**src/rtl/uart_rx.sv**
```systemverilog
// ---------------------------------------------------------------------------
// uart_rx -- 8N1 serial receiver, companion of the UART transmitter.
//
// The asynchronous rx line is brought into the clk domain through a two-flop
// synchronizer. A small FSM qualifies the start bit at its middle, then takes
// one sample per bit period for the eight data bits (LSB first) and the stop
// bit. A good frame updates data_out and pulses valid for one cycle. A stop
// bit read as 0 pulses frame_err, and the receiver then waits for the line to
// return high before it looks for a new start bit.
//
// Optional feature macro: UART_RX_PARITY_EN
//   When defined, an even-parity bit is expected between the last data bit
//   and the stop bit, and the parity_err output port is added. A parity
//   mismatch pulses parity_err at the stop-bit sample and suppresses valid.
//   frame_err is evaluated independently of the parity result.
//
// Parameters:
//   CLKS_PER_BIT  clocks per serial bit (>= 4, same value as the transmitter)
//
// Ports:
//   clk         system clock, rising-edge
//   reset       synchronous active-high reset
//   rx          asynchronous serial input, idles high
//   data_out    last correctly received byte, held between frames
//   valid       one-cycle pulse, data_out updated on the same edge
//   busy        high whenever the receiver is not idle
//   parity_err  (UART_RX_PARITY_EN only) one-cycle parity mismatch pulse
//   frame_err   one-cycle pulse when the stop bit is sampled low
// ---------------------------------------------------------------------------
module uart_rx #(
    parameter int CLKS_PER_BIT = 8
) (
    input  logic       clk,
    input  logic       reset,
    input  logic       rx,
    output logic [7:0] data_out,
    output logic       valid,
    output logic       busy,
`ifdef UART_RX_PARITY_EN
    output logic       parity_err,
`endif
    output logic       frame_err
);

    // Counter wide enough to hold CLKS_PER_BIT-1.
    localparam int CNT_W = (CLKS_PER_BIT > 1) ? $clog2(CLKS_PER_BIT) : 1;

    // Middle of the start bit (integer division) and last count of a bit.
    localparam logic [CNT_W-1:0] HALF_CNT = CNT_W'((CLKS_PER_BIT - 1) / 2);
    localparam logic [CNT_W-1:0] LAST_CNT = CNT_W'(CLKS_PER_BIT - 1);
    localparam logic [CNT_W-1:0] CNT_ONE  = CNT_W'(1);
    localparam logic [CNT_W-1:0] CNT_ZERO = CNT_W'(0);

    // FSM encoding.
    localparam logic [2:0] ST_IDLE      = 3'd0;
    localparam logic [2:0] ST_START     = 3'd1;
    localparam logic [2:0] ST_DATA      = 3'd2;
    localparam logic [2:0] ST_STOP      = 3'd3;
    localparam logic [2:0] ST_WAIT_HIGH = 3'd4;
`ifdef UART_RX_PARITY_EN
    localparam logic [2:0] ST_PARITY    = 3'd5;
`endif

`ifdef UART_RX_PARITY_EN
    // True when the eight data bits plus the received parity bit hold an
    // even number of ones.
    function automatic logic even_parity_ok(input logic [7:0] data,
                                            input logic       par_bit);
        return ((^data) ^ par_bit) == 1'b0;
    endfunction
`endif

    // Synchronizer: sync_meta_r may go metastable, rx_s is the clean copy.
    logic             sync_meta_r;
    logic             rx_s;

    logic [2:0]       state_r;
    logic [2:0]       state_nxt;
    logic [CNT_W-1:0] cnt_r;
    logic [CNT_W-1:0] cnt_nxt;
    logic [2:0]       idx_r;
    logic [2:0]       idx_nxt;
    logic [7:0]       shift_r;
    logic [7:0]       shift_nxt;
    logic [7:0]       data_nxt;
    logic             valid_nxt;
    logic             frame_err_nxt;
`ifdef UART_RX_PARITY_EN
    logic             par_bit_r;
    logic             par_bit_nxt;
    logic             parity_err_nxt;
`endif

    // Two-flop synchronizer for the asynchronous serial line; idles high.
    always_ff @(posedge clk) begin
        if (reset) begin
            sync_meta_r <= 1'b1;
            rx_s        <= 1'b1;
        end else begin
            sync_meta_r <= rx;
            rx_s        <= sync_meta_r;
        end
    end

    // Next-state, datapath and output-pulse logic of the receive FSM.
    always_comb begin
        state_nxt     = state_r;
        cnt_nxt       = cnt_r;
        idx_nxt       = idx_r;
        shift_nxt     = shift_r;
        data_nxt      = data_out;
        valid_nxt     = 1'b0;
        frame_err_nxt = 1'b0;
`ifdef UART_RX_PARITY_EN
        par_bit_nxt    = par_bit_r;
        parity_err_nxt = 1'b0;
`endif

        case (state_r)
            ST_IDLE: begin
                if (rx_s == 1'b0) begin
                    state_nxt = ST_START;
                    cnt_nxt   = CNT_ZERO;
                end else begin
                    state_nxt = ST_IDLE;
                end
            end

            ST_START: begin
                // Re-check the line at mid start bit; a short low pulse is
                // a glitch and is dropped silently.
                if (cnt_r == HALF_CNT) begin
                    cnt_nxt = CNT_ZERO;
                    if (rx_s == 1'b0) begin
                        state_nxt = ST_DATA;
                        idx_nxt   = 3'd0;
                    end else begin
                        state_nxt = ST_IDLE;
                    end
                end else begin
                    cnt_nxt = cnt_r + CNT_ONE;
                end
            end

            ST_DATA: begin
                // Counting restarts at mid start bit, so each sample lands
                // one full bit period later, near the middle of the bit.
                if (cnt_r == LAST_CNT) begin
                    shift_nxt[idx_r] = rx_s;
                    cnt_nxt          = CNT_ZERO;
                    if (idx_r == 3'd7) begin
                        idx_nxt   = 3'd0;
`ifdef UART_RX_PARITY_EN
                        state_nxt = ST_PARITY;
`else
                        state_nxt = ST_STOP;
`endif
                    end else begin
                        idx_nxt = idx_r + 3'd1;
                    end
                end else begin
                    cnt_nxt = cnt_r + CNT_ONE;
                end
            end

`ifdef UART_RX_PARITY_EN
            ST_PARITY: begin
                if (cnt_r == LAST_CNT) begin
                    par_bit_nxt = rx_s;
                    cnt_nxt     = CNT_ZERO;
                    state_nxt   = ST_STOP;
                end else begin
                    cnt_nxt = cnt_r + CNT_ONE;
                end
            end
`endif

            ST_STOP: begin
                // Sampled about half a bit before the stop bit ends, which
                // leaves room to catch a back-to-back start edge.
                if (cnt_r == LAST_CNT) begin
                    cnt_nxt = CNT_ZERO;
`ifdef UART_RX_PARITY_EN
                    parity_err_nxt = ~even_parity_ok(shift_r, par_bit_r);
`endif
                    if (rx_s == 1'b1) begin
                        state_nxt = ST_IDLE;
`ifdef UART_RX_PARITY_EN
                        if (even_parity_ok(shift_r, par_bit_r)) begin
                            data_nxt  = shift_r;
                            valid_nxt = 1'b1;
                        end else begin
                            valid_nxt = 1'b0;
                        end
`else
                        data_nxt  = shift_r;
                        valid_nxt = 1'b1;
`endif
                    end else begin
                        frame_err_nxt = 1'b1;
                        state_nxt     = ST_WAIT_HIGH;
                    end
                end else begin
                    cnt_nxt = cnt_r + CNT_ONE;
                end
            end

            ST_WAIT_HIGH: begin
                // Break or stuck-low line: no new frame until it idles high.
                if (rx_s == 1'b1) begin
                    state_nxt = ST_IDLE;
                end else begin
                    state_nxt = ST_WAIT_HIGH;
                end
            end

            default: begin
                state_nxt = ST_IDLE;
                cnt_nxt   = CNT_ZERO;
                idx_nxt   = 3'd0;
            end
        endcase
    end

    // State, datapath and registered outputs; busy follows the next state so
    // it drops on the same edge that valid rises.
    always_ff @(posedge clk) begin
        if (reset) begin
            state_r   <= ST_IDLE;
            cnt_r     <= CNT_ZERO;
            idx_r     <= 3'd0;
            shift_r   <= 8'h00;
            data_out  <= 8'h00;
            valid     <= 1'b0;
            busy      <= 1'b0;
            frame_err <= 1'b0;
`ifdef UART_RX_PARITY_EN
            par_bit_r  <= 1'b0;
            parity_err <= 1'b0;
`endif
        end else begin
            state_r   <= state_nxt;
            cnt_r     <= cnt_nxt;
            idx_r     <= idx_nxt;
            shift_r   <= shift_nxt;
            data_out  <= data_nxt;
            valid     <= valid_nxt;
            busy      <= (state_nxt != ST_IDLE);
            frame_err <= frame_err_nxt;
`ifdef UART_RX_PARITY_EN
            par_bit_r  <= par_bit_nxt;
            parity_err <= parity_err_nxt;
`endif
        end
    end

endmodule

```
**config.mk**
```make
export PLATFORM = sky130hd
export DESIGN_NAME = uart_rx
export DESIGN_NICKNAME = d
export VERILOG_FILES = /design/src/rtl/uart_rx.sv
export SDC_FILE = /design/constraint.sdc
export NUM_CORES = 1
export LEC_CHECK = 0
export CAP_MARGIN = 0
export CELL_PAD_IN_SITES_DETAIL_PLACEMENT = 1
export CELL_PAD_IN_SITES_GLOBAL_PLACEMENT = 1
export CORE_MARGIN = 5
export CORE_UTILIZATION = 45
export CTS_CLUSTER_SIZE = 12
export DETAILED_ROUTE_END_ITERATION = 8
export GPL_ROUTABILITY_DRIVEN = 0
export PLACE_DENSITY_LB_ADDON = 0.05
export SYNTH_ARGS = -nofsm -noshare
export SYNTH_HDL_FRONTEND = slang
export SYNTH_SLANG_ARGS = --single-unit
```
**constraint.sdc**
```tcl
create_clock -name clk -period 3.8 [get_ports clk]
set_clock_uncertainty 0.05 [all_clocks]
set_input_delay 0.76 -clock clk [delete_from_list [all_inputs] [get_ports clk]]
set_output_delay 0.76 -clock clk [all_outputs]
set_load 0.02 [all_outputs]
```
======== Word level (Yosys, flattened, before mapping) ========
Cells that the tools add are included.
word-level totals
  register bits after elaboration ......... 30
  input bits .............................. 3
  word-level logic and storage cells ...... 60
cells by class
  add/sub/neg operators ................... 2
  magnitude comparators ................... 2
  equality and inequality tests ........... 11
  mux-type cells .......................... 21
  bitwise operators ....................... 4
  reductions and logical operators ........ 10
operators with widths
  operator             count
  $mux 3               11
  $pmux 3 s5           1
  $pmux 3 s4           1
  $eq 3x2->1 const B   3
  $eq 3x3->1 const B   3
  $pmux 3 s3           1
  $bwmux 8             1
  $ne 2x2->1 const B   4
  $add 3x1->3 const B  2
  $reduce_or 3->1      2
  $lt 3x4->1 const B   1
  $mux 1               4
  $not 1->1            4
  $reduce_and 2->1     2
  $reduce_and 4->1     1
  $demux 1 s3          1
  $eq 3x1->1 const B   1
  $ge 3x1->1 const B   1
  $logic_not 3->1      1
  $reduce_and 3->1     1
  $reduce_bool 3->1    1
  $mux 2               1
  $reduce_or 2->1      1
  $logic_and 1x1->1    1

======== Depth between registers and ports, before layout ========
Gate-level depths: netlist of the first run.
  depth in word-level cells ............... 5
  depth in mapped cells ................... 7
  mapped depth without buffers ............ 6

======== Least setup slack after synthesis of the first run ========
No wires, ideal clock.
  kind .................................... reg2reg
  start ................................... register cnt_r[0]
  end ..................................... register shift_r[1]
  library setup time ...................... 73 ps
  arrival ................................. 1537 ps
  required time ........................... 3677 ps
  path slack .............................. 2140 ps
  stages on the path, launching flop included .. 8
  buffers on the path ..................... 2
  clock period less this slack ............ 1660 ps
  cell sequence ........................... dfxtp_1 ha_1 ha_1 buf_2 nor4bb_1 buf_2 and4bb_1 mux2i_1
between the ends
  word-level cells in the longest chain between the ends .. 2
RTL lines
  element                            RTL line  RTL
  start, declared                    79        logic [CNT_W-1:0] cnt_r;
  start signal, assigned             243       cnt_r <= cnt_nxt;
  $eq 3x3->1                         148       if (cnt_r == LAST_CNT) begin
  $reduce_and 2->1 (no source line)  -
  end signal, assigned               245       shift_r <= shift_nxt;
  end, declared                      83        logic [7:0] shift_r;
Every way passes these cells.
A chain may end at the register's enable or synchronous reset.

======== Final worst setup path of the first run ========
Same ends and word-level chain as after synthesis.

==> summary.txt, run 1 <==
wire length of the first global-routing pass -> 5.33 mm
Critical Path Fanout Max -> 10
horizontal die dimension -> 65.9 um
element type at the critical path start -> flop
Mapped Area -> 1410 um2
Place WS -> 0.967 ns
count of yosys warnings during synthesis -> 0
maximum number of pins on one net before global-route repair -> 21
capture point of the worst reg-to-reg path -> shift_r[1]
total of endpoints with negative setup slack in the final report -> 0
Final Instance Count excl. Fillers -> 207
count of placed standard cells including taps -> 200
worst r2r src -> cnt_r[0]
setup bufs post-CTS -> 0
number of pins exceeding their max-slew limit in the final report -> 0
final-report hold violation count -> 0
via count -> 1,149
mean instance size in the synthesized netlist -> 9.07 um2
Post-Place Cell Area -> 1540 um2
Site Rows -> 20
DRT Pass-1 Iters -> 4
R2R cell count -> 5
ys async rst share -> 0%
Post-Route Hold Slack -> 0.375 ns
worst setup path endpoint -> shift_r[1]
Core ar. -> 3030 um2
final critical-path share of the clock period -> 66.4%
worst-case register-to-register setup slack -> 1.28 ns
post-layout worst setup margin -> 1.28 ns
depth of the CTS H-tree -> 2
share of post-route cells with drive strength above 1 -> 4.91%
total wirelength of the detailed-routed design -> 3.11 mm
most used flip-flop cell after synthesis -> sky130_fd_sc_hd__dfxtp_1
clock-pin slew of the registers on the worst-case setup and hold paths -> 0.09 ns
global route overflow -> 0
# clock sinks -> 30
number of vias per cell after detailed routing -> 5.55
chip height -> 65.9 um
initial core utilization -> 46.4%
remaining antenna violation count -> 0
Seq. cell area -> 601 um2
Critical path origin -> cnt_r[0]
quantity of I/O buffers inserted on ports -> 13
relative contribution of combinational cells to total power -> 5.1%
critical path class -> flop to flop
Setup TNS -> 0 ns
switching part of the total power -> 23.8%
clock period minus final worst setup slack -> 2.52 ns
worst ir drop on vdd -> 148 uV
Inserted Diodes -> 0
count of different cell masters after synthesis -> 35
TritonCTS Buffers -> 5
area growth from synthesis to final layout -> 12.4%
top-level I/O count -> 14
Synthesized Nets -> 164
clock tree from TritonCTS -> done
max_cap viols -> 0
max_slew headroom -> 30.3%
most common library cell in the layout ignoring fill and taps -> sky130_fd_sc_hd__dfxtp_1
result of the run -> complete, no violations
maximum operating frequency -> 0.396 GHz
power per unit of standard cell area -> 331 nW/um2
cts repair resizes -> 0
Gate Count Post-Synth -> 155
sequential element share of the synthesized area -> 42.7%
root buffer cell -> sky130_fd_sc_hd__clkbuf_4
overall routing resource usage -> 16.5%
actual slew at the worst max-slew pin -> 1.03 ns
CTS Hold Buffers Added -> 0
number of filler cells placed in the layout -> 359
worst endpoint required time -> 4.01 ns
leakage dissipation -> 0.593 nW
buffer depth of the longest clock path -> 2
top library cells by usage in the layout, fill and taps aside -> 30 x sky130_fd_sc_hd__dfxtp_1, 15 x sky130_fd_sc_hd__nand2_1, 13 x sky130_fd_sc_hd__clkdlybuf4s50_1
setup repair after global routing missed its margin -> false
Psw -> 0.000124 W
drt drc -> 0
full die area -> 4340 um2
Worst-Skew Late Latency -> 0.33 ns
final net count -> 172
via count of the first global-routing pass -> 1,177
path category of the worst min-delay check -> flop to flop
initial antenna violation count -> 0
average wire length per cell after detail routing -> 15.0 um
kind of end point of the critical path -> flop
area taken by multi-input logic gates -> 734 um2
post-detail-place hpwl -> 2.19 mm
sequential share of power -> 61.8%
First DRT Iteration DRCs -> 38
power share of the clock group -> 33.0%
worst endpoint data arrival time -> 2.73 ns
post-route standard cell area excluding fillers -> 1580 um2
number of synthesized flops with an enable pin -> 0
synthesis-stage register bit count -> 30
cell-internal power -> 0.000398 W
==> sequential cells by signal, summed over array words and instances (netlist names) <==
register / cells
rx_s: 1
idx_r: 3
cnt_r: 3
valid: 1
sync_meta_r: 1
busy: 1
data_out: 8
state_r: 3
frame_err: 1
shift_r: 8
==> synth_stat cells, types with 2 or more instances <==
library cell	number	area share, %
sky130_fd_sc_hd__clkbuf_1	8	2.1
sky130_fd_sc_hd__o21ai_0	9	3.2
sky130_fd_sc_hd__nand2b_1	2	0.89
sky130_fd_sc_hd__or2_2	2	0.89
sky130_fd_sc_hd__buf_2	3	1.1
sky130_fd_sc_hd__nor2_1	5	1.3
sky130_fd_sc_hd__nand3_1	12	4.3
sky130_fd_sc_hd__o211ai_1	2	1.1
sky130_fd_sc_hd__dfxtp_1	30	43
sky130_fd_sc_hd__and4bb_1	2	1.8
sky130_fd_sc_hd__mux2i_1	11	7.8
sky130_fd_sc_hd__nand2_1	15	4.0
sky130_fd_sc_hd__nor3b_1	2	1.1
sky130_fd_sc_hd__a21oi_1	11	3.9
sky130_fd_sc_hd__inv_1	4	1.1
sky130_fd_sc_hd__nand3b_1	3	1.6
sky130_fd_sc_hd__ha_1	6	5.3
sky130_fd_sc_hd__nor3_1	6	2.1
sky130_fd_sc_hd__nor2b_1	4	1.8
sky130_fd_sc_hd__nand4b_1	3	1.9
==> critical path, cell delays in order, from the launching register on <==
cell and delay, ns:
sky130_fd_sc_hd__dfxtp_1 0.38, sky130_fd_sc_hd__ha_1 0.23, sky130_fd_sc_hd__ha_1 0.38, sky130_fd_sc_hd__nor4bb_1 0.87, sky130_fd_sc_hd__and4bb_1 0.36, sky130_fd_sc_hd__mux2i_1 0.20
==> worst min-delay path by stage <==
stage	startpoint	endpoint	slack [ns]	cells past startpoint
floorplan	sync_meta_r	rx_s	0.34	1
global placement	sync_meta_r	rx_s	0.34	1
detailed placement	sync_meta_r	rx_s	0.36	1
CTS	sync_meta_r	rx_s	0.38	1
global route	sync_meta_r	rx_s	0.40	1
finish	sync_meta_r	rx_s	0.37	1
==> area by class of cell <==
class                           instances  area share [%]
Clock buffer                            7            2.85
Inverter                                4           0.950
Multi-Input combinational cell        109            46.5
Sequential cell                        30            38.0
Tap cell                               44            3.48
Timing Repair Buffer                   13            8.23
==> logic make-up after synthesis <==
kind of cell / count (synthesis) / synth area share (%)
DFF: 30 / 42.7
adders and majority gates: 6 / 5.34
buffers and inverters: 16 / 5.07
AOI/OAI and AO/OA: 30 / 13.0
muxes: 12 / 9.43
and+or+nand+nor: 61 / 24.5
==> power groups by stage <==
| stage | sequential (W) | combinational [W] | clock, W |
|---|---|---|---|
| 2_1_floorplan | 0.000328 | 0.0000211 | 0 |
| 3_3_place_gp | 0.000330 | 0.0000253 | 0 |
| 3_5_place_dp | 0.000331 | 0.0000270 | 0 |
| 4_1_cts | 0.000323 | 0.0000272 | 0.000183 |
| 5_1_grt | 0.000324 | 0.0000296 | 0.000197 |
| 6_report | 0.000323 | 0.0000267 | 0.000173 |
==> per-layer routing <==
layer  global-route usage (%)  wire [um]  part of all wire (%)
met2                     26.4       1410                    45
met4                     8.55         68                   2.2
met5                        0          0                     0
met1                     19.6       1460                    47
met3                     5.10        178                   5.7
==> per-stage QoR <==
stage          total power [W]  util, %
2_1_floorplan         0.000349        -
3_3_place_gp          0.000356     50.7
3_5_place_dp          0.000358     50.7
4_1_cts               0.000533     52.2
5_1_grt               0.000551     52.2
6_report              0.000523     52.2
(Power assumes the default switching activity.)
==> run 2, diff against run 1 <==
--- a/config.mk
+++ b/config.mk
@@ -9,7 +9,7 @@
 export CELL_PAD_IN_SITES_DETAIL_PLACEMENT = 1
 export CELL_PAD_IN_SITES_GLOBAL_PLACEMENT = 1
 export CORE_MARGIN = 5
-export CORE_UTILIZATION = 45
+export CORE_UTILIZATION = 42
 export CTS_CLUSTER_SIZE = 12
 export DETAILED_ROUTE_END_ITERATION = 8
 export GPL_ROUTABILITY_DRIVEN = 0
==> constraint.sdc (replaced) <==
create_clock -name clk -period 2.45 [get_ports clk]
set_clock_uncertainty 0.05 [all_clocks]
set_input_delay 0.49 -clock clk [delete_from_list [all_inputs] [get_ports clk]]
set_output_delay 0.49 -clock clk [all_outputs]
set_load 0.02 [all_outputs]
==> run 2 against run 1 <==
- register-to-register slack lost 0.84 ns
- routed wire length grew 0.48%
- non-clock buffer count increased by 3
- flip-flop and latch count unchanged
- core utilization down 3.3 points
- first-iteration DRC count is 42% higher
- power increased by 55%
- cell area rose by 1.6%
- largest cell class unchanged
- critical path type unchanged
- sequential power up 55%
==> summary.txt, run 2 (same netlist as run 1, synthesis figures left out) <==
result of the run -> complete, no violations
initial antenna violation count -> 0 (unchanged)
worst-case register-to-register setup slack -> 0.44 ns (-0.84 ns)
buffer depth of the longest clock path -> 2 (unchanged)
chip height -> 67.9 um (+3.0%)
busiest grt layer -> met2
area growth from synthesis to final layout -> 14.1%
# clock sinks -> 30 (unchanged)
via count of the first global-routing pass -> 1,157 (-1.7%)
maximum operating frequency -> 0.498 GHz (+25%)
root buffer cell -> sky130_fd_sc_hd__clkbuf_4
Core ar. -> 3280 um2 (+8.5%)
final standard cell utilization of the core -> 48.9% (-3.3 points)
clock period minus final worst setup slack -> 2.01 ns (-0.512 ns)
Min-Delay Startpoint -> sync_meta_r
worst path cell trace -> ha_1 -> ha_1 -> nor4bb_1 -> buf_4 -> and4bb_1 -> mux2i_1
number of cells on the critical path -> 6 (+1)
kind of end point of the critical path -> flop
Final Instance Count excl. Fillers -> 212 (+2.4%)
switching part of the total power -> 23.7% (-0.12 points)
sequential share of power -> 61.7% (about the same)
Post-Route Hold Slack -> 0.365 ns (-0.00975 ns)
share of post-route cells with drive strength above 1 -> 6.63% (+1.7 points)
clock-pin slew of the registers on the worst-case setup and hold paths -> 0.09 ns (about the same)
power per unit of standard cell area -> 506 nW/um2 (+53%)
final-report hold violation count -> 0 (unchanged)
wire length of the first global-routing pass -> 5.46 mm (+2.3%)
met1 Usage GRT -> 20.0% (+0.34 points)
Slowest Stage Delay on Critical Path -> 0.39 ns (-0.48 ns)
Worst-Skew Late Latency -> 0.32 ns (about the same)
horizontal die dimension -> 67.9 um (+3.0%)
number of pins exceeding their max-slew limit in the final report -> 0 (unchanged)
final net count -> 175 (+1.7%)
setup bufs post-CTS -> 0 (unchanged)
power share of the clock group -> 32.9% (about the same)
number of vias per cell after detailed routing -> 5.40 (-2.8%)
TritonCTS Buffers -> 5 (unchanged)
total wirelength of the detailed-routed design -> 3.13 mm (+0.48%)
DRT Pass-1 Iters -> 4 (unchanged)
maximum number of pins on one net before global-route repair -> 20 (-4.8%)
top library cells by usage in the layout, fill and taps aside -> 30 x sky130_fd_sc_hd__dfxtp_1, 15 x sky130_fd_sc_hd__nand2_1, 13 x sky130_fd_sc_hd__clkdlybuf4s50_1
depth of the CTS H-tree -> 2 (unchanged)
via count -> 1,144 (-0.44%)
setup repair after global routing missed its margin -> false
worst endpoint data arrival time -> 2.21 ns (-0.52 ns)
path category of the worst min-delay check -> flop to flop
Endpoint, Worst Hold -> rx_s
overall power after layout -> 0.000812 W (+55%)
R2R cell count -> 6 (+1)
element type at the critical path start -> flop
critical-path cell with the highest stage delay -> sky130_fd_sc_hd__ha_1
worst ir drop on vdd -> 250 uV (+69%)
worst endpoint required time -> 2.65 ns (-1.36 ns)
First DRT Iteration DRCs -> 54 (+42%)
count of placed standard cells including taps -> 205 (+2.5%)
Worst path top cell family by delay -> adder cells
Most Frequent Cell on Critical Path -> sky130_fd_sc_hd__ha_1
CTS Hold Buffers Added -> 0 (unchanged)
cell-internal power -> 0.000620 W (+56%)
Psw -> 0.000192 W (+55%)
capture point of the worst reg-to-reg path -> shift_r[1]
critical path class -> flop to flop
remaining antenna violation count -> 0 (unchanged)
final critical-path share of the clock period -> 82.0% (+16 points)
total of endpoints with negative setup slack in the final report -> 0 (unchanged)
top-level I/O count -> 14 (unchanged)
average wire length per cell after detail routing -> 14.7 um (-1.9%)
max_cap viols -> 0 (unchanged)
leakage dissipation -> 0.608 nW (+2.5%)
quantity of I/O buffers inserted on ports -> 13 (unchanged)
initial core utilization -> 42.8% (-3.6 points)
Setup TNS -> 0 ns (unchanged)
Critical Path Fanout Max -> 10 (unchanged)
max_slew headroom -> 66.1% (+36 points)
relative contribution of combinational cells to total power -> 5.4% (+0.3 points)
worst r2r src -> cnt_r[0]
met3 Use GR -> 4.93% (-0.18 points)
biggest regs -> data_out x8, shift_r x8
post-detail-place hpwl -> 2.25 mm (+2.6%)
clock tree from TritonCTS -> done
most common library cell in the layout ignoring fill and taps -> sky130_fd_sc_hd__dfxtp_1
full die area -> 4610 um2 (+6.0%)
global route overflow -> 0 (unchanged)
Site Rows -> 21 (+5.0%)
drt drc -> 0 (unchanged)
cts repair resizes -> 0 (unchanged)
overall routing resource usage -> 15.9% (-0.60 points)
actual slew at the worst max-slew pin -> 0.508 ns (-0.524 ns)
Inserted Diodes -> 0 (unchanged)
worst path buffer plus inverter count -> 1 (+1)
met2 global-route usage -> 25.2% (-1.3 points)
Hold Path Depth -> 1 (unchanged)
-- run 2: cell count changes in the layout (fill, tap and decap cells not counted) --
| cell | before | now |
|---|---|---|
| sky130_fd_sc_hd__buf_4 | 0 | 3 |
-- run 2: per-layer routing --
| layer | up-vias | wire length [um] |
|---|---|---|
| met1 | 552 | 1540 |
| li1 | 570 | - |
| met3 | 6 | 125 |
| met4 | 0 | 53 |
| met5 | - | 0 |
| met2 | 16 | 1410 |
-- run 2: worst max path at each step --
stage	startpoint	end	slack (ns)
2_1_floorplan	cnt_r[0]	shift_r[1]	0.79
3_3_place_gp	cnt_r[0]	shift_r[2]	0.61
3_5_place_dp	cnt_r[0]	shift_r[1]	0.52
4_1_cts	cnt_r[0]	shift_r[1]	0.47
5_1_grt	cnt_r[0]	shift_r[1]	0.28
6_report	cnt_r[0]	shift_r[1]	0.44
-- run 2: area by class of cell --
cell class	instances	area, um2
multi-input combinational	109	734
tap	46	57.6
sequential	30	601
inverter	4	15.0
timing repair buffer	16	153
clock buffer	7	45.0
fill	396	1680
-- run 2: worst register-to-register path, delay by kind of cell (launching register included) --
family,cells,cell delay (ns)
adder cells (fa/ha/maj),2,0.61
flip-flops,1,0.38
buffers and inverters,1,0.21
multiplexers,1,0.19
AND/OR/NAND/NOR,2,0.50
-- run 2: power groups by stage --
stage	clock, W	combinational, W	sequential [W]
6_report	0.000267	0.0000436	0.000501
5_1_grt	0.000302	0.0000488	0.000503
4_1_cts	0.000285	0.0000448	0.000501
3_5_place_dp	0	0.0000447	0.000513
3_3_place_gp	0	0.0000427	0.000512
2_1_floorplan	0	0.0000327	0.000509
-- run 2: per-stage QoR --
stage	area (um2)	worst slack, ns
3_3_place_gp	1560	0.607
2_1_floorplan	1410	0.790
3_5_place_dp	1560	0.517
6_report	1610	0.440
4_1_cts	1610	0.469
5_1_grt	1610	0.285
==> run 3, diff against run 2 <==
==> constraint.sdc (replaced) <==
create_clock -name clk -period 1.9 [get_ports clk]
set_clock_uncertainty 0.05 [all_clocks]
set_input_delay 0.38 -clock clk [delete_from_list [all_inputs] [get_ports clk]]
set_output_delay 0.38 -clock clk [all_outputs]
set_load 0.02 [all_outputs]
==> run 3 against run 2 <==
- critical path depth unchanged
- clock power grew 28%
- first-iteration DRC count shrank 33%
- power up 29%
- combinational power grew 31%
- worst hold slack gained 0.011 ns
- maximum frequency rose by 13%
- via count rose by 0.52%
- global-route usage is 0.098 points higher
==> summary.txt, run 3 (same netlist as run 1, synthesis figures left out) <==
max_slew headroom -> 68.1% (+2.1 points)
CTS Hold Buffers Added -> 0 (unchanged)
worst r2r src -> cnt_r[0]
area growth from synthesis to final layout -> 15.7%
setup repair after global routing missed its margin -> false
global route overflow -> 0 (unchanged)
count of placed standard cells including taps -> 208 (+1.5%)
total wirelength of the detailed-routed design -> 3.16 mm (+0.96%)
initial core utilization -> 42.8% (unchanged)
drt drc -> 0 (unchanged)
power per unit of standard cell area -> 642 nW/um2 (+27%)
share of post-route cells with drive strength above 1 -> 8.28% (+1.7 points)
kind of end point of the critical path -> flop
top-level I/O count -> 14 (unchanged)
result of the run -> complete, no violations
Site Rows -> 21 (unchanged)
Critical Path Fanout Max -> 7 (-3)
Worst-Skew Late Latency -> 0.32 ns (about the same)
actual slew at the worst max-slew pin -> 0.477 ns (-0.0312 ns)
Hold Path Depth -> 1 (unchanged)
Setup TNS -> 0 ns (unchanged)
First DRT Iteration DRCs -> 36 (-33%)
maximum operating frequency -> 0.560 GHz (+13%)
wire length of the first global-routing pass -> 5.35 mm (-1.9%)
depth of the CTS H-tree -> 2 (unchanged)
element type at the critical path start -> flop
cts repair resizes -> 0 (unchanged)
capture point of the worst reg-to-reg path -> state_r[0]
max_cap viols -> 0 (unchanged)
worst endpoint data arrival time -> 1.97 ns (-0.24 ns)
post-layout worst setup margin -> 0.115 ns (-0.325 ns)
worst setup path endpoint -> state_r[0]
Place WS -> 0.174 ns (-0.343 ns)
buffer depth of the longest clock path -> 2 (unchanged)
post-detail-place hpwl -> 2.33 mm (+3.6%)
number of pins exceeding their max-slew limit in the final report -> 0 (unchanged)
overall routing resource usage -> 16.0% (+0.098 points)
clock period minus final worst setup slack -> 1.79 ns (-0.225 ns)
worst endpoint required time -> 2.08 ns (-0.57 ns)
biggest regs -> data_out x8, shift_r x8
Inserted Diodes -> 0 (unchanged)
clock tree from TritonCTS -> done
path category of the worst min-delay check -> flop to flop
most common library cell in the layout ignoring fill and taps -> sky130_fd_sc_hd__dfxtp_1
via count of the first global-routing pass -> 1,129 (-2.4%)
critical path class -> flop to flop
Core ar. -> 3280 um2 (unchanged)
TritonCTS Buffers -> 5 (unchanged)
maximum number of pins on one net before global-route repair -> 20 (unchanged)
root buffer cell -> sky130_fd_sc_hd__clkbuf_4
R2R cell count -> 6 (unchanged)
# clock sinks -> 30 (unchanged)
clock-pin slew of the registers on the worst-case setup and hold paths -> 0.08 ns (about the same)
final standard cell utilization of the core -> 49.6% (+0.69 points)
horizontal die dimension -> 67.9 um (unchanged)
quantity of I/O buffers inserted on ports -> 13 (unchanged)
worst-case register-to-register setup slack -> 0.11 ns (-0.33 ns)
setup bufs post-CTS -> 0 (unchanged)
DRT Pass-1 Iters -> 4 (unchanged)
average wire length per cell after detail routing -> 14.7 um (-0.45%)
via count -> 1,150 (+0.52%)
top library cells by usage in the layout, fill and taps aside -> 30 x sky130_fd_sc_hd__dfxtp_1, 15 x sky130_fd_sc_hd__nand2_1, 13 x sky130_fd_sc_hd__clkdlybuf4s50_1
Final Instance Count excl. Fillers -> 215 (+1.4%)
chip height -> 67.9 um (unchanged)
full die area -> 4610 um2 (unchanged)
initial antenna violation count -> 0 (unchanged)
remaining antenna violation count -> 0 (unchanged)
Critical path origin -> cnt_r[0]
leakage dissipation -> 0.624 nW (+2.7%)
total of endpoints with negative setup slack in the final report -> 0 (unchanged)
number of vias per cell after detailed routing -> 5.35 (-0.88%)
worst ir drop on vdd -> 369 uV (+48%)
final-report hold violation count -> 0 (unchanged)
final net count -> 178 (+1.7%)
final critical-path share of the clock period -> 94.0% (+12 points)
-- run 3: cell count changes in the layout (fill, tap and decap cells not counted) --
cell | before | now
sky130_fd_sc_hd__buf_4 | 3 | 6
-- run 3: final cells by class --
| class | instances | area (um2) |
|---|---|---|
| sequential | 30 | 601 |
| timing repair buffer | 19 | 175 |
| inverter | 4 | 15.0 |
| multi-input combinational | 109 | 734 |
| clock buffer | 7 | 45.0 |
| fill | 399 | 1660 |
| tap | 46 | 57.6 |
-- run 3: power breakdown --
group,internal (W),switching (W)
Combinational,0.0000247,0.0000322
Clock,0.000139,0.000201
Sequential,0.000636,0.0000111
Total,0.000800,0.000245
-- run 3: metal layers --
layer	GRT usage (%)	vias up	share of wire, %
met3	4.93	7	4.0
met5	0	-	0
met2	25.5	18	46
li1	-	581	-
met1	20.2	544	48
met4	5.96	0	1.7
-- run 3: per-stage QoR --
stage / power (W) / cell area, um2 / hold WS (ns)
5_1_grt: 0.00110 / 1630 / 0.413
3_5_place_dp: 0.000719 / 1580 / 0.361
3_3_place_gp: 0.000717 / 1580 / 0.344
6_report: 0.00104 / 1630 / 0.376
2_1_floorplan: 0.000699 / 1410 / 0.339
4_1_cts: 0.00106 / 1630 / 0.384
-- run 3: worst min-delay path by stage --
stage                     slack (ns)        start  endpoint
after global placement          0.34  sync_meta_r      rx_s
after detailed placement        0.36  sync_meta_r      rx_s
after CTS                       0.38  sync_meta_r      rx_s
after global routing            0.41  sync_meta_r      rx_s
after floorplan                 0.34  sync_meta_r      rx_s
final                           0.38  sync_meta_r      rx_s
-- run 3: critical path, stage by stage (launching register included) --
cell                      delay (ns)
sky130_fd_sc_hd__dfxtp_1        0.36
sky130_fd_sc_hd__ha_1           0.20
sky130_fd_sc_hd__ha_1           0.21
sky130_fd_sc_hd__buf_4          0.16
sky130_fd_sc_hd__nand2_1        0.05
sky130_fd_sc_hd__mux4_2         0.46
sky130_fd_sc_hd__nor3_1         0.19
==> patch 1 (config.mk and constraints of run 1) <==
Add a define of `UART_RX_PARITY_EN`.
--- a/src/rtl/uart_rx.sv
+++ b/src/rtl/uart_rx.sv
@@ -27,6 +27,8 @@
 //   parity_err  (UART_RX_PARITY_EN only) one-cycle parity mismatch pulse
 //   frame_err   one-cycle pulse when the stop bit is sampled low
 // ---------------------------------------------------------------------------
+`define UART_RX_PARITY_EN
+
 module uart_rx #(
     parameter int CLKS_PER_BIT = 8
 ) (
Check against the original RTL (old outputs only; new: parity_err): same outputs for any inputs over 10 cycles, from zero or initial values and one cycle with reset high; that may be too few to reach the edited logic, so the function may still have changed.
==> patch 1 against run 1 <==
- highest routed layer unchanged
- hold slack worse by 0.014 ns
- wire length increased by 18%
- sequential cell count increased by 2
- critical endpoint is now data_out[2]
- setup slack better by 0.25 ns
- final area up 24%
- area after synthesis increased by 23%
- power increased by 21%
==> patch 1: results (changes against run 1) <==
CP Max Fanout=9 (was 10); Syn Nets=191 (was 164); CP arrival=2.43 ns (was 2.73 ns); Pint=0.0004953 W (was 0.0003985 W); Inst Count DP=231 (was 200); met1 GRT Util=21.65% (was 19.62%); GR Layer Usage met2=23.67% (was 26.41%); routed length on met1=1797 µm (was 1457 µm); Post-DP HPWL=2582 µm (was 2191 µm); GR Util All Layers=15.58% (was 16.48%); comb_multi_in=133 (was 109); Layout area overhead=13.76% (was 12.37%); Clock Latency Late Sink=0.28 ns (was 0.33 ns); NonClk Buf Share=7.511% (was 8.234%); routed wire length=3672 µm (was 3110 µm); Netlist cell types=46 (was 35); WL met3=123 µm (was 178 µm); met3 Use GR=4.294% (was 5.102%); post-synthesis adder-cell area fraction=5.069% (was 5.338%); P_seq=0.000344 W (was 0.000323 W); wire length of the first global-routing pass=6382 µm (was 5333 µm); Initial DRC Count=79 (was 38); nets@finish=200 (was 172); critical path's slowest cell=or3_1 (was nor4bb_1); clock slew at reported path FFs=0.07 ns (was 0.09 ns); clock share of power=42.2% (was 33.0%); share of cells above drive strength 1=12.57% (was 4.908%); status=finished, final reports clean (unchanged); Synth Area per Inst=9.546 µm² (was 9.073 µm²); clk_buf instances=8 (was 7); VDD IR-drop max=0.0001380 V (was 0.0001483 V); sequential standard cell area=640.6 µm² (was 600.6 µm²); largest net degree at the start of global routing=33 (was 21); multi-input logic area=1016 µm² (was 734.5 µm²); Avg Vias per Cell=5.485 (was 5.551); r2r setup slk=1.52 ns (was 1.28 ns); leakage dissipation=0.6971 nW (was 0.5925 nW); transition time at the pin with the least slew margin=1.009 ns (was 1.032 ns); Clock Tree Root=clkbuf_8 (was clkbuf_4); post-synthesis mux area share=11.15% (was 9.431%); post-place setup slack=1.243 ns (was 0.9674 ns); clock sinks=32 (was 30); Hold Slack=0.3608 ns (was 0.3747 ns); Synth Area in Compound Gates=10.14% (was 12.99%); Filler cells=435 (was 359); sequential share of the synthesized area=37.07% (was 42.70%); Buffers excl. clock=15 (was 13); CP peak stage delay=0.44 ns (was 0.87 ns); pwr/cell area=321.0 nW/µm² (was 330.9 nW/µm²); XOR/XNOR share of the synthesized area=4.779% (was 0%); Post-synth top cells=dfxtp_1, mux2i_1, nor2_1, or2b_2, a21oi_1 (was dfxtp_1, nand2_1, nand3_1, a21oi_1, mux2i_1)
[patch 1: cell types whose count changed in the layout (fill, tap and decap cells not counted), moves of 4 or more]
| cell | change |
|---|---|
| or2b_2 | +11 |
| nand2_1 | -11 |
| nor3_1 | -4 |
| nor4_1 | +4 |
| clkbuf_8 | +6 |
| nor2_1 | +11 |
| o21ai_0 | -7 |
| mux2i_1 | +6 |
| nand2b_1 | +4 |
| clkbuf_4 | -5 |
| nand3_1 | -4 |
[patch 1: critical path: cells and delay by family, from the launching register on]
family	cells	cell delay, ns
fa+ha+maj	2	0.54
mux	2	0.66
simple gates	2	0.58
flops	1	0.36
[patch 1: worst max-delay path by stage]
stage | end | slack [ns] | cells after the start
floorplan | data_out[0] | 1.92 | 6
global placement | data_out[7] | 1.38 | 3
detailed placement | data_out[2] | 1.24 | 3
CTS | data_out[2] | 1.50 | 6
global route | data_out[6] | 1.35 | 6
finish | data_out[2] | 1.52 | 6
==> patch 2 (config.mk and constraints of run 1) <==
Without the edit above. Take the reset off `shift_r` and load it in a clocked block of its own.
--- a/src/rtl/uart_rx.sv
+++ b/src/rtl/uart_rx.sv
@@ -229,7 +229,6 @@
             state_r   <= ST_IDLE;
             cnt_r     <= CNT_ZERO;
             idx_r     <= 3'd0;
-            shift_r   <= 8'h00;
             data_out  <= 8'h00;
             valid     <= 1'b0;
             busy      <= 1'b0;
@@ -242,7 +241,6 @@
             state_r   <= state_nxt;
             cnt_r     <= cnt_nxt;
             idx_r     <= idx_nxt;
-            shift_r   <= shift_nxt;
             data_out  <= data_nxt;
             valid     <= valid_nxt;
             busy      <= (state_nxt != ST_IDLE);
@@ -254,5 +252,9 @@
         end
     end
 
+    always_ff @(posedge clk) begin
+        shift_r <= shift_nxt;
+    end
+
 endmodule
 
Function: same outputs for any inputs over 10 cycles, from zero or initial values and one cycle with reset high; that may be too few to reach the edited logic, so the function may still have changed.
==> patch 2 against run 1 <==
- sequential cell count unchanged
- setup slack better by 0.33 ns
- largest cell class is now registers
- critical endpoint is now shift_r[1]
- highest routed layer unchanged
- critical path depth did not move
- wire length fell by 11%
- final area is 1.6% lower
- area after synthesis is 4.0% lower
- clock power is 45% higher
- cell count shrank 13%
- non-clock buffer count stayed put
- power rose by 17%
- combinational power fell by 14%
==> patch 2: results (changes against run 1) <==
status=finished, final reports clean (unchanged); CP Max Fanout=9 (was 10); Max clock buf depth=2 (unchanged); VDD IR-drop max=0.0002392 V (was 0.0001483 V); CP arrival=2.17 ns (was 2.73 ns); initial antenna violation count=0 (unchanged); Tightest Hold Check Type=reg -> reg (unchanged); Netlist cell types=34 (was 35); share of cells above drive strength 1=10.00% (was 4.908%); sequential share of the synthesized area=50.42% (was 42.70%); CP peak stage delay=0.41 ns (was 0.87 ns); vias in the first global route=1059 (was 1177); Post-synth EDFFs=8 (was 0); nets@finish=158 (was 172); CTS-repair resized insts=0 (unchanged); top area cells in the synthesized netlist=dfxtp_1, edfxtp_1, ha_1 (was dfxtp_1, mux2i_1, ha_1); transition time at the pin with the least slew margin=0.7029 ns (was 1.032 ns); Syn Nets=147 (was 164); top flop regs=data_out (8), shift_r (8) (unchanged); via count=1029 (was 1149); wire length of the first global-routing pass=4919 µm (was 5333 µm); clock slew at reported path FFs=0.10 ns; Post-DP HPWL=1939 µm (was 2191 µm); router iterations before antenna repair=2 (was 4); Post-synth top cells=dfxtp_1, a21oi_1, nand3_1, nor2_1, o21ai_0 (was dfxtp_1, nand2_1, nand3_1, a21oi_1, mux2i_1); post-place setup slack=1.451 ns (was 0.9674 ns); placed inst area=1478 µm² (was 1535 µm²); GR Util All Layers=15.29% (was 16.48%); leakage dissipation=0.5494 nW (was 0.5925 nW); wire per inst=15.35 µm (was 15.02 µm); Initial DRC Count=27 (was 38); critical path's slowest cell=and3b_1 (was nor4bb_1)
[patch 2: cell types whose count changed in the layout (fill, tap and decap cells not counted), moves of 2 or more]
cell      delta
and4bb_1     -2
clkinv_2     +2
nand4b_1     -3
nand2_1      -8
nor2_1       +5
edfxtp_1     +8
mux2i_1      -8
nand2b_1     +2
dfxtp_1      -8
clkbuf_1     -2
[patch 2: worst paths after layout]
check,from,to,slack [ns],cells after the start
worst max-delay path,cnt_r[0],shift_r[1],1.60,5
worst min-delay path,sync_meta_r,rx_s,0.38,1
worst max register to register,cnt_r[0],shift_r[1],1.60,5
worst min register to register,sync_meta_r,rx_s,0.38,1
[patch 2: logic make-up after synthesis]
logic type | synth area share [%]
AOI/OAI and AO/OA | 13.53
adders and majority gates | 5.561
buffers and inverters | 4.170
DFF | 50.42
muxes | 3.892
and+or+nand+nor | 22.43
[patch 2: power breakdown]
group          internal, W  switching, W  leakage (nW)
Combinational    0.0000108     0.0000122         0.256
Clock             0.000136      0.000114        0.0450
Sequential        0.000331    0.00000631         0.248
[patch 2: final cells by class]
class | instances | area, µm²
Tap cell | 31 | 38.79
Timing Repair Buffer | 13 | 130.1
Clock buffer | 5 | 37.54
Clock inverter | 3 | 40.04
Multi-Input combinational cell | 95 | 613.1
Sequential cell | 30 | 680.7
Inverter | 4 | 15.01
Fill cell | 323 | 1250
[patch 2: routing by layer]
layer | vias to the layer above | GRT usage, % | wire length (µm)
met4 | 0 | 7.388 | 64
met1 | 491 | 18.13 | 1278
met3 | 7 | 5.699 | 109
met5 | - | 0 | 0
li1 | 513 | - | -
met2 | 18 | 24.39 | 1326
[patch 2: through the flow]
step / utilization, % / hold slack (ns) / instances / power (W)
after floorplan: - / 0.3395 / 138 / 0.0003602
after global placement: 52.68 / 0.3534 / 173 / 0.0003664
after detailed placement: 52.68 / 0.3549 / 173 / 0.0003676
after CTS: 55.44 / 0.3874 / 181 / 0.0006191
after global routing: 55.44 / 0.4029 / 181 / 0.0006416
final: 55.44 / 0.3836 / 181 / 0.0006099
